$ cat src/rtl/button_ctrl.sv
`default_nettype none
// ============================================================================
//  Module   : button_ctrl
//  Purpose  : Button event controller for the desk clock user inputs.
//             Generates the shared sample strobe that paces the button
//             debouncers, then consumes their debounced states: arbitrates
//             simultaneous presses (set > hr > min), and sequences press,
//             hold and auto-repeat timing into single-cycle events.
//
//  Ports    : i_clk         system clock, rising edge
//             i_reset       asynchronous active-high reset
//             i_en          global enable, low freezes divider and FSM
//             i_btn_set     debounced set/mode button (1 = pressed)
//             i_btn_hr      debounced hours button
//             i_btn_min     debounced minutes button
//             o_sample_stb  one-cycle sample tick for the debouncers
//             o_set_stb     one-cycle mode-toggle event
//             o_hr_stb      one-cycle hours-increment event
//             o_min_stb     one-cycle minutes-increment event
//             o_repeating   level, high while auto-repeating
//
//  Revision : 1.0  initial release
// ============================================================================
module button_ctrl #(
    parameter int SAMPLE_DIV   = 2048,  // enabled clocks per sample tick, >= 2
    parameter int HOLD_TICKS   = 50,    // ticks from press to first repeat, >= 2
    parameter int REPEAT_TICKS = 10     // ticks between repeats, >= 2
) (
    input  logic i_clk,
    input  logic i_reset,
    input  logic i_en,
    input  logic i_btn_set,
    input  logic i_btn_hr,
    input  logic i_btn_min,
    output logic o_sample_stb,
    output logic o_set_stb,
    output logic o_hr_stb,
    output logic o_min_stb,
    output logic o_repeating
);

    localparam int c_div_w  = $clog2(SAMPLE_DIV);
    localparam int c_hold_w = $clog2(HOLD_TICKS);
    localparam int c_rep_w  = $clog2(REPEAT_TICKS);

    localparam logic [c_div_w-1:0]  c_div_last  = c_div_w'(SAMPLE_DIV - 1);
    localparam logic [c_hold_w-1:0] c_hold_last = c_hold_w'(HOLD_TICKS - 1);
    localparam logic [c_rep_w-1:0]  c_rep_last  = c_rep_w'(REPEAT_TICKS - 1);

    typedef enum logic [1:0] {
        ST_IDLE    = 2'd0,
        ST_HOLD    = 2'd1,
        ST_REPEAT  = 2'd2,
        ST_LOCKOUT = 2'd3
    } state_t;

    // ------------------------------------------------------------------
    // Sample divider
    // ------------------------------------------------------------------
    logic [c_div_w-1:0] r_div_cnt;
    logic               r_sample_pend;
    logic               w_tick;

    // r_sample_pend is the registered wrap flag. It is frozen together with
    // the counter while i_en is low, so a tick that lands in a freeze is
    // deferred rather than lost, and the period stretches by exactly the
    // length of the gap.
    always_ff @(posedge i_clk or posedge i_reset) begin
        if (i_reset) begin
            r_div_cnt     <= '0;
            r_sample_pend <= 1'b0;
        end else if (i_en) begin
            if (r_div_cnt == c_div_last) begin
                r_div_cnt     <= '0;
                r_sample_pend <= 1'b1;
            end else begin
                r_div_cnt     <= r_div_cnt + c_div_w'(1);
                r_sample_pend <= 1'b0;
            end
        end
    end

    // Gating with i_en keeps the strobe (and every FSM decision) silent
    // while frozen.
    assign w_tick       = r_sample_pend & i_en;
    assign o_sample_stb = w_tick;

    // ------------------------------------------------------------------
    // Arbitration
    // ------------------------------------------------------------------
    // Button vectors are one-hot ordered {min, hr, set}.
    logic [2:0] w_btn;
    logic [2:0] w_win;
    logic       w_any;

    assign w_btn = {i_btn_min, i_btn_hr, i_btn_set};
    assign w_any = |w_btn;

    always_comb begin
        w_win = 3'b000;
        if (i_btn_set) begin
            w_win = 3'b001;
        end else if (i_btn_hr) begin
            w_win = 3'b010;
        end else if (i_btn_min) begin
            w_win = 3'b100;
        end
    end

    // ------------------------------------------------------------------
    // Press / hold / repeat sequencer
    // ------------------------------------------------------------------
    state_t              r_state;
    state_t              w_state_nxt;
    logic [2:0]          r_owner;
    logic [2:0]          w_owner_nxt;
    logic [c_hold_w-1:0] r_hold_cnt;
    logic [c_hold_w-1:0] w_hold_nxt;
    logic [c_rep_w-1:0]  r_rep_cnt;
    logic [c_rep_w-1:0]  w_rep_nxt;
    logic [2:0]          w_fire;
    logic [2:0]          r_evt;
    logic                w_owner_held;

    assign w_owner_held = |(r_owner & w_btn);

    always_ff @(posedge i_clk or posedge i_reset) begin
        if (i_reset) begin
            r_state    <= ST_IDLE;
            r_owner    <= 3'b000;
            r_hold_cnt <= '0;
            r_rep_cnt  <= '0;
            r_evt      <= 3'b000;
        end else begin
            r_state    <= w_state_nxt;
            r_owner    <= w_owner_nxt;
            r_hold_cnt <= w_hold_nxt;
            r_rep_cnt  <= w_rep_nxt;
            // Loaded every cycle so a fired event always drops after one
            // clock, even if i_en falls right behind it.
            r_evt      <= w_fire;
        end
    end

    always_comb begin
        w_state_nxt = r_state;
        w_owner_nxt = r_owner;
        w_hold_nxt  = r_hold_cnt;
        w_rep_nxt   = r_rep_cnt;
        w_fire      = 3'b000;

        if (w_tick) begin
            case (r_state)
                ST_IDLE: begin
                    if (w_any) begin
                        w_owner_nxt = w_win;
                        w_fire      = w_win;
                        // The set button toggles mode once; it never repeats.
                        if (w_win[0]) begin
                            w_state_nxt = ST_LOCKOUT;
                        end else begin
                            w_state_nxt = ST_HOLD;
                            w_hold_nxt  = '0;
                        end
                    end
                end

                ST_HOLD: begin
                    // Release wins over a pending repeat on the same tick.
                    if (!w_owner_held) begin
                        w_state_nxt = ST_LOCKOUT;
                    end else if (r_hold_cnt == c_hold_last) begin
                        w_fire      = r_owner;
                        w_state_nxt = ST_REPEAT;
                        w_rep_nxt   = '0;
                    end else begin
                        w_hold_nxt = r_hold_cnt + c_hold_w'(1);
                    end
                end

                ST_REPEAT: begin
                    if (!w_owner_held) begin
                        w_state_nxt = ST_LOCKOUT;
                    end else if (r_rep_cnt == c_rep_last) begin
                        w_fire    = r_owner;
                        w_rep_nxt = '0;
                    end else begin
                        w_rep_nxt = r_rep_cnt + c_rep_w'(1);
                    end
                end

                ST_LOCKOUT: begin
                    // Only a full release of all three buttons re-arms.
                    if (!w_any) begin
                        w_state_nxt = ST_IDLE;
                        w_owner_nxt = 3'b000;
                    end
                end

                default: begin
                    w_state_nxt = ST_IDLE;
                    w_owner_nxt = 3'b000;
                end
            endcase
        end
    end

    assign o_set_stb   = r_evt[0];
    assign o_hr_stb    = r_evt[1];
    assign o_min_stb   = r_evt[2];
    assign o_repeating = (r_state == ST_REPEAT);

endmodule
`default_nettype wire

$ cat config.mk
export PLATFORM = sky130hd
export DESIGN_NAME = button_ctrl
export DESIGN_NICKNAME = d
export VERILOG_FILES = /design/src/rtl/button_ctrl.sv
export SDC_FILE = /design/constraint.sdc
export NUM_CORES = 1
export LEC_CHECK = 0
export ABC_AREA = 1
export BUFFER_PORTS_ARGS = -buffer_cell sky130_fd_sc_hd__buf_4
export CORE_MARGIN = 2
export CORE_UTILIZATION = 30
export CTS_CLUSTER_DIAMETER = 120
export DETAILED_ROUTE_END_ITERATION = 8
export PLACE_DENSITY = 0.48
export SYNTH_ARGS = -nofsm -noshare
export SYNTH_HDL_FRONTEND = slang
export SYNTH_SLANG_ARGS = --single-unit
export TNS_END_PERCENT = 5
$ cat constraint.sdc
create_clock -name i_clk -period 1.9 [get_ports i_clk]
set_input_delay 0.38 -clock i_clk [delete_from_list [all_inputs] [get_ports i_clk]]
set_output_delay 0.38 -clock i_clk [all_outputs]
set_load 0.01 [all_outputs]
==> results of run 1 <==
==> placed cells by master (no fill, tap or decap), types with 3 or more instances in the layout <==
cell / n
inv_1: 30
nand3_1: 30
nand2_1: 76
nor2_1: 26
xnor2_1: 3
nand4_1: 4
dfrtp_1: 30
o21ai_1: 3
ha_1: 9
nand3_2: 5
xor2_1: 6
buf_4: 12
nor2_4: 3
nand2_2: 3
clkbuf_8: 6
==> layout make-up <==
type                            count  area, um^2
Fill cell                         674        4100
Timing Repair Buffer               12        90.1
Inverter                           32         121
Multi-Input combinational cell    186        1020
Sequential cell                    30         751
Tap cell                           77        96.3
Clock inverter                      2        12.5
Clock buffer                        6        82.6
==> through the flow <==
| stage | util, % | power [mW] | area (um^2) | hold slack [ns] |
|---|---|---|---|---|
| 2_1_floorplan | - | 0.957 | 1920 | 0.459 |
| 3_5_place_dp | 33.1 | 1.01 | 2080 | 0.484 |
| 5_1_grt | 34.6 | 1.64 | 2170 | 0.200 |
| 4_1_cts | 34.6 | 1.57 | 2170 | 0.181 |
| 3_3_place_gp | 33.1 | 1.01 | 2080 | 0.485 |
| 6_report | 34.6 | 1.54 | 2170 | 0.167 |
==> cell families (layout without fill, tap and decap cells) <==
logic type                 Yosys count  count (layout)  synth area share (%)
adders and majority gates            9               9                  5.85
buffers and inverters               36              52                  7.93
and+or+nand+nor                    160             160                  40.1
DFF                                 30              30                  39.0
xor gates and xnor gates             9               9                  4.10
AOI/OAI and AO/OA                    8               8                  3.06
==> flip-flops by register name, indices dropped and copies added (netlist names) <==
| signal | count |
|---|---|
| r_owner | 3 |
| r_rep_cnt | 4 |
| r_sample_pend | 1 |
| r_div_cnt | 11 |
| r_evt | 3 |
| r_hold_cnt | 6 |
| r_state | 2 |
==> worst min-delay path: cells and delay by family <==
| kind | cells | cell delay, ns |
|---|---|---|
| buffers and inverters | 3 | 0.48 |
==> power groups by stage <==
stage	sequential, mW	combinational, mW	clock [mW]
final	0.792	0.209	0.539
after global routing	0.801	0.244	0.596
after CTS	0.790	0.212	0.572
after detailed placement	0.803	0.211	0
after global placement	0.805	0.208	0
after floorplan	0.785	0.172	0
==> metal layers <==
| metal | vias to the layer above | wire length, um |
|---|---|---|
| met4 | 0 | 57 |
| met2 | 31 | 1700 |
| li1 | 820 | - |
| met5 | - | 0 |
| met3 | 6 | 157 |
| met1 | 710 | 1910 |
==> Yosys cell counts (all sizes together) <==
cell type / n / area share, %
a21oi: 1 / 0.46
buf: 1 / 0.39
clkbuf: 3 / 1.2
clkinv: 1 / 0.26
dfrtp: 30 / 39
ha: 9 / 5.9
inv: 31 / 6.0
nand2: 81 / 17
nand3: 36 / 11
nand4: 4 / 1.3
nor2: 31 / 7.5
nor3: 4 / 1.6
nor3b: 2 / 0.78
o21ai: 7 / 2.6
or2: 2 / 0.65
xnor2: 3 / 1.4
xor2: 6 / 2.7
==> how the worst max path moves through the flow <==
stage | start | endpoint | slack, ns | cells past startpoint
floorplan | r_state[0]$_DFFE_PP0P_ | r_rep_cnt[3]$_DFFE_PP0P_ | 0.42 | 8
global placement | r_state[1]$_DFFE_PP0P_ | r_hold_cnt[2]$_DFFE_PP0P_ | 0.25 | 6
detailed placement | r_state[1]$_DFFE_PP0P_ | r_rep_cnt[2]$_DFFE_PP0P_ | 0.24 | 8
CTS | r_state[1]$_DFFE_PP0P_ | r_rep_cnt[3]$_DFFE_PP0P_ | 0.22 | 8
global route | r_state[1]$_DFFE_PP0P_ | r_hold_cnt[2]$_DFFE_PP0P_ | 0.07 | 6
finish | r_state[0]$_DFFE_PP0P_ | o_repeating | 0.22 | 3
==> results.yml, run 1 <==
sta:
  worst_pin_slew_ns: 0.474
  rsz0062_at_grt: "false"
  slew_headroom_pct: 68.4
  fin_crit_sh_pct: 88.2
  finClkSkew_ns: 0.00793
  setup_ws_ns: 0.224
  hold_violations: 0
  setup_violations: 0
  fmax_mhz: 597
  period_needed_ns: 1.68
  final.setup.tns_ns: 0
  drv_slew: 0
final_layout:
  antennaDiodeCount: 0
  instances_no_fill: 345
  area_delta_synth_final_pct: 13.0
  final_nets: 282
  drive_gt1_share_pct: 16.0
floorplanning:
  ioPinCount: 11
  rows: 29
  die_y_um: 84.1
  initial_core_util_pct: 30.7
  die_x_um: 84.1
  coreArea_um2: 6280
  dieArea_um2: 7070
power_and_ir_drop:
  p_clk_share_pct: 35.0
  p_sw_mw: 0.446
  pwr-share-comb_pct: 13.6
  leakage_nw: 1.10
  switching_share_pct: 29.0
  p_per_area_nw_per_um2: 708
  ir_drop_v: 0.000265
  power.internal_mw: 1.09
  p_seq_share_pct: 51.4
critical_path:
  crit_fanout: 6
  rr_worst_depth: 8
  r2r_setup_slack_ns: 0.23
  crit_chain: "inv_1 > ha_1 > buf_4"
  regToRegEndpoint: "r_hold_cnt[4]$_DFFE_PP0P_"
  crit_arrival_ns: 1.30
  path_buf_inv: 2
  cp-end-kind: "output port"
  crit_family: "flip-flops"
  crit_path_top_delay_cell: "dfrtp_1"
  path_class: "reg2out"
  critPathRequiredTime_ns: 1.52
  slowest_delay_ns: 0.43
  r2r-start: "r_state[1]$_DFFE_PP0P_"
  worstSetupStartpointType: "flop"
detailed_routing:
  drt_iter0_markers: 59
  drt_first_pass_iters: 4
  wl_mm: 3.83
  vias: 1567
  route.detailed.drc: 0
  viasPerCell: 4.54
  ant_nets: 0
  wl_per_cell_um: 11.1
clock_network:
  cts.reportedPaths.clkPinSlew_ns: 0.07
  post_cts_buffers: 0
  cts_tree: "built"
  h-tree-depth: 2
  cts_made_buffers: 5
  cts_root_buf: "clkbuf_8"
  cts_max_path_buffers: 2
  post_cts_resized: 0
  cts_hold_buf: 0
  cts_sinks: 30
  clock_latency_ns: 0.28
placed_design:
  portBuffers: 10
  place_inst: 337
  dpl.hpwl_mm: 2.88
  gp_congestion: 0.830
  pre_cts_ws_ns: 0.243
global_routing:
  grt_max_degree: 31
  grt_use_total_pct: 12.0
  use_met3_pct: 2.97
  grt_first_pass_wirelength_mm: 6.82
  use_met2_pct: 18.0
  antenna_found_initial: 0
  gr-usage-met1_pct: 16.6
  overflow: 0
  busiest_layer: "met2"
  grt_pass1_vias: 1473
job:
  drv_cap: 0
synth:
  ys_ff_latch: 30
  synth.avg_cell_area_um2: 7.64
  netlist-cell-type-count: 30
  synth_nets: 267
  synth_warnings: 0
  syn_inst: 252
  yosysSeqAreaShare_pct: 39.0
  syn_area_um2: 1920
worst_hold_path:
  min_path_type: "in2async"
run_status:
  status: "completed"
(Power assumes the default switching activity.)
==> run 2, diff against run 1 <==
--- a/config.mk
+++ b/config.mk
@@ -12,6 +12,8 @@
 export CTS_CLUSTER_DIAMETER = 120
 export DETAILED_ROUTE_END_ITERATION = 8
 export PLACE_DENSITY = 0.48
+export SETUP_SLACK_MARGIN = 0.3
+export SKIP_CTS_REPAIR_TIMING = 1
 export SYNTH_ARGS = -nofsm -noshare
 export SYNTH_HDL_FRONTEND = slang
 export SYNTH_SLANG_ARGS = --single-unit
==> constraint.sdc (replaced) <==
create_clock -name i_clk -period 1.9 [get_ports i_clk]
set_input_delay 0.38 -clock i_clk [delete_from_list [all_inputs] [get_ports i_clk]]
set_output_delay 0.38 -clock i_clk [all_outputs]
set_load 0.05 [all_outputs]
==> run 2 against run 1 <==
Net effect: register-to-register slack improved by 0.12 ns; via count about the same; global-route usage decreased by 0.33 points; worst setup slack improved by 0.066 ns; clock-buffer cell count increased by 1; non-clock buffer count decreased by 1; clock skew decreased by 0.0042 ns; final cell count decreased by 0.58%; largest cell class unchanged; largest power group unchanged.
==> results.yml, run 2 (same netlist as run 1, synthesis figures left out) <==
power_and_ir_drop:
  leakage_nw: 1.08
  ir_drop_v: 0.000519
  p_per_area_nw_per_um2: 682
global_routing:
  grt_use_total_pct: 11.7
  grt_first_pass_wirelength_mm: 6.51
  grt_pass1_vias: 1461
  overflow: 0
  grt_max_degree: 31
  antenna_found_initial: 0
critical_path:
  critPathRequiredTime_ns: 1.52
  path_buf_inv: 2
  crit_arrival_ns: 1.23
  regToRegEndpoint: "r_hold_cnt[4]$_DFFE_PP0P_"
  crit_family: "flip-flops"
  r2r_setup_slack_ns: 0.35
  crit_fanout: 9
  cp-end-kind: "output port"
  crit_chain: "inv_2 > ha_4 > buf_4"
  cp-startpoint: "r_state[0]$_DFFE_PP0P_"
  r2r-start: "r_state[1]$_DFFE_PP0P_"
  slowest_delay_ns: 0.43
  rr_worst_depth: 8
  path_class: "reg2out"
  worstSetupStartpointType: "flop"
  crit_path_top_delay_cell: "dfrtp_1"
placed_design:
  dpl.hpwl_mm: 2.83
  gp_congestion: 0.800
  place_inst: 336
  portBuffers: 10
final_layout:
  final_cell_mix: "nand2_1, nand3_1, dfrtp_1, inv_1, nor2_1"
  antennaDiodeCount: 0
  area_delta_synth_final_pct: 12.5
  instances_no_fill: 343
  largestRegisters: "r_div_cnt: 11 flops, r_hold_cnt: 6 flops, r_rep_cnt: 4 flops"
  top_register: "r_div_cnt"
  final_nets: 281
  final.fill_count: 668
  largest_reg_flops: 11
  final_common_cell: "nand2_1"
  drive_gt1_share_pct: 16.2
sta:
  slew_headroom_pct: 74.4
  drv_slew: 0
  fin_crit_sh_pct: 84.7
  finClkSkew_ns: 0.00375
  setup_violations: 0
  final.setup.tns_ns: 0
  rsz0062_at_grt: "true"
  fmax_mhz: 621
  period_needed_ns: 1.61
  worst_pin_slew_ns: 0.384
  hold_violations: 0
floorplanning:
  dieArea_um2: 7070
  die_y_um: 84.1
  initial_core_util_pct: 30.7
  coreArea_um2: 6280
  ioPinCount: 11
  rows: 29
  die_x_um: 84.1
clock_network:
  cts_max_path_buffers: 2
  cts.reportedPaths.clkPinSlew_ns: 0.06
  cts_root_buf: "clkbuf_8"
  cts_sinks: 30
  cts_made_buffers: 5
  cts_tree: "built"
  clock_latency_ns: 0.28
  h-tree-depth: 2
detailed_routing:
  vias: 1566
  route.detailed.drc: 0
  drt_first_pass_iters: 4
  ant_nets: 0
  wl_per_cell_um: 10.8
  wl_mm: 3.70
  viasPerCell: 4.57
  drt_iter0_markers: 76
worst_hold_path:
  min_path_type: "in2async"
run_status:
  status: "completed"
job:
  drv_cap: 0
[run 2: power by group]
part | internal, mW | leakage [nW] | switching, mW | total (mW)
logic | 0.0851 | 0.661 | 0.122 | 0.207
clock network | 0.252 | 0.0383 | 0.226 | 0.477
registers | 0.718 | 0.384 | 0.0754 | 0.794
[run 2: layer usage]
metal | vias to the layer above | global-route usage, % | wire length (um)
met2 | 17 | 18.4 | 1780
met1 | 728 | 14.6 | 1770
met4 | 0 | 4.40 | 53
met3 | 5 | 4.25 | 94
li1 | 816 | - | -
met5 | - | 0 | 0
[run 2: how the worst max path moves through the flow]
stage	endpoint	slack, ns	cells past startpoint
6_report	o_repeating	0.29	3
2_1_floorplan	r_rep_cnt[2]$_DFFE_PP0P_	0.35	9
4_1_cts	r_hold_cnt[3]$_DFFE_PP0P_	0.19	7
5_1_grt	r_rep_cnt[3]$_DFFE_PP0P_	0.22	8
3_3_place_gp	r_hold_cnt[1]$_DFFE_PP0P_	0.18	7
3_5_place_dp	r_hold_cnt[3]$_DFFE_PP0P_	0.19	7
[run 2: final cells by class]
cell class	instances	area [um^2]	area share, %
Multi-Input combinational cell	186	1040	47.9
Sequential cell	30	751	34.7
Inverter	32	121	5.60
Tap cell	77	96.3	4.45
Timing Repair Buffer	11	82.6	3.81
Clock buffer	7	76.3	3.52
[run 2: worst reg2reg max path: cells and delay by family, from the launching register on]
family | cells | cell delay [ns]
fa+ha+maj | 1 | 0.27
simple gates | 5 | 0.48
buf+inv | 2 | 0.26
flops | 1 | 0.43
[run 2: through the flow]
step | setup slack [ns] | util (%) | hold WS (ns) | total power, mW | instance area, um^2
global placement | 0.178 | 33.2 | 0.479 | 1.02 | 2080
finish | 0.290 | 34.5 | 0.177 | 1.48 | 2170
detailed placement | 0.186 | 33.2 | 0.484 | 1.02 | 2080
CTS | 0.187 | 34.4 | 0.191 | 1.51 | 2160
global route | 0.218 | 34.5 | 0.213 | 1.59 | 2170
floorplan | 0.355 | - | 0.459 | 0.957 | 1940
==> run 3, diff against run 2 <==
--- a/config.mk
+++ b/config.mk
@@ -11,7 +11,7 @@
 export CORE_UTILIZATION = 30
 export CTS_CLUSTER_DIAMETER = 120
 export DETAILED_ROUTE_END_ITERATION = 8
-export PLACE_DENSITY = 0.48
+export PLACE_DENSITY = 0.5
 export SETUP_SLACK_MARGIN = 0.3
 export SKIP_CTS_REPAIR_TIMING = 1
 export SYNTH_ARGS = -nofsm -noshare
==> constraint.sdc (replaced) <==
create_clock -name i_clk -period 1.35 [get_ports i_clk]
set_input_delay 0.27 -clock i_clk [delete_from_list [all_inputs] [get_ports i_clk]]
set_output_delay 0.27 -clock i_clk [all_outputs]
set_load 0.05 [all_outputs]
==> run 3 against run 2 <==
Net effect: the run now ends with negative setup slack left; register-to-register slack worse by 0.46 ns; sequential power is 41% higher; via count is 4.7% higher; flip-flop and latch count stayed put; largest cell class unchanged; largest power group unchanged.
==> results.yml, run 3 (same netlist as run 1, synthesis figures left out) <==
clock_network:
  cts_max_path_buffers: 2
  cts_made_buffers: 5
  cts_sinks: 30
  cts_tree: "built"
  cts_root_buf: "clkbuf_8"
  clock_latency_ns: 0.28
  cts.reportedPaths.clkPinSlew_ns: 0.07
  h-tree-depth: 2
sta:
  setup_violations: 19
  drv_slew: 0
  setup_ws_ns: -0.193
  period_needed_ns: 1.54
  worst_pin_slew_ns: 0.396
  worst_hold_slack_ns: 0.0720
  finClkSkew_ns: 0.00656
  rsz0062_at_grt: "true"
  fin_crit_sh_pct: 114
  slew_headroom_pct: 73.6
  fmax_mhz: 648
  hold_violations: 0
  final.setup.tns_ns: -1.53
final_layout:
  final_nets: 308
  final_common_cell: "nand2_1"
  fin_util_pct: 39.6
  largest_reg_flops: 11
  area_delta_synth_final_pct: 29.3
  final_cell_mix: "nand2_1, buf_4, dfrtp_1, inv_1, nand3_1"
  drive_gt1_share_pct: 27.9
  antennaDiodeCount: 0
  largestRegisters: "r_div_cnt: 11 flops, r_hold_cnt: 6 flops, r_rep_cnt: 4 flops"
  finalInstanceArea_um2: 2490
  instances_no_fill: 371
  final.fill_count: 658
  top_register: "r_div_cnt"
power_and_ir_drop:
  power.internal_mw: 1.61
  p_sw_mw: 0.702
  finalPower_mw: 2.31
  pwr-share-comb_pct: 18.3
  p_clk_share_pct: 33.0
  ir_drop_v: 0.000615
  switching_share_pct: 30.4
  p_per_area_nw_per_um2: 929
  leakage_nw: 1.26
  p_seq_share_pct: 48.6
detailed_routing:
  route.detailed.drc: 0
  ant_nets: 0
  vias: 1639
  wl_per_cell_um: 11.1
  viasPerCell: 4.42
  drt_iter0_markers: 105
  wl_mm: 4.11
  drt_first_pass_iters: 4
placed_design:
  place_inst: 361
  dpl-instance-area_um2: 2270
  portBuffers: 10
  dpl.hpwl_mm: 3.11
  pre_cts_ws_ns: -0.105
  gp_congestion: 0.795
global_routing:
  antenna_found_initial: 0
  overflow: 0
  grt_use_total_pct: 12.5
  grt_pass1_vias: 1552
  grt_max_degree: 31
  grt_first_pass_wirelength_mm: 7.09
job:
  drv_cap: 0
critical_path:
  rr_worst_depth: 8
  crit_family: "buffers and inverters"
  crit_fanout: 4
  cp-startpoint: "r_state[0]$_DFFE_PP0P_"
  critPathRequiredTime_ns: 1.08
  worstSetupStartpointType: "flop"
  crit_arrival_ns: 1.27
  regToRegEndpoint: "r_hold_cnt[3]$_DFFE_PP0P_"
  path_buf_inv: 4
  cpMostUsedCell: "buf_8"
  r2r-start: "r_state[0]$_DFFE_PP0P_"
  crit_chain: "inv_2 > buf_6 > ha_4 > buf_8 > buf_8"
  r2r_setup_slack_ns: -0.11
  cp-end-kind: "output port"
  crit_path_top_delay_cell: "dfrtp_1"
  slowest_delay_ns: 0.41
  path_class: "reg2out"
floorplanning:
  die_y_um: 84.1
  ioPinCount: 11
  die_x_um: 84.1
  rows: 29
  dieArea_um2: 7070
  coreArea_um2: 6280
  initial_core_util_pct: 30.7
worst_hold_path:
  min_path_type: "in2async"
run_status:
  status: "finished, violations left"
  violations: "negative setup slack"
run 3: changes by cell type in the layout (fill, tap and decap cells not counted), sizes merged:
cell	change
inv	+1
buf	+27
run 3: metal layers:
metal,track usage (%),up-vias,share of wire (%)
li1,-,871,-
met1,17.3,738,51
met2,19.6,25,45
met3,3.07,5,2.9
met4,3.08,0,1.1
met5,0,-,0
run 3: power by group through the flow:
stage / combinational (mW) / clock, mW / sequential [mW]
final: 0.424 / 0.763 / 1.12
after global routing: 0.491 / 0.828 / 1.14
after CTS: 0.371 / 0.784 / 1.10
after detailed placement: 0.368 / 0 / 1.11
after global placement: 0.370 / 0 / 1.12
after floorplan: 0.243 / 0 / 1.10
run 3: worst register-to-register path, stage by stage (launching register included):
cell and delay (ns):
dfrtp_1 0.41, inv_2 0.06, ha_1 0.26, nand3_2 0.13
nand3_2 0.09, nor2_4 0.19, nand2_4 0.09, nand2_1 0.06
nand2_1 0.05
run 3: worst max-delay path by stage:
stage,to,cells past startpoint
floorplan,r_rep_cnt[2]$_DFFE_PP0P_,9
global placement,r_state[0]$_DFFE_PP0P_,8
detailed placement,r_hold_cnt[3]$_DFFE_PP0P_,8
CTS,o_repeating,5
global route,o_repeating,5
finish,o_repeating,5
run 3: layout make-up:
cell class | count | area [um^2] | share of cell area (%)
multi-input combinational | 186 | 1110 | 44.5
timing repair buffer | 38 | 319 | 12.8
clock buffer | 7 | 86.3 | 3.47
inverter | 32 | 123 | 4.93
tap | 77 | 96.3 | 3.87
clock inverter | 1 | 5.00 | 0.201
sequential | 30 | 751 | 30.2
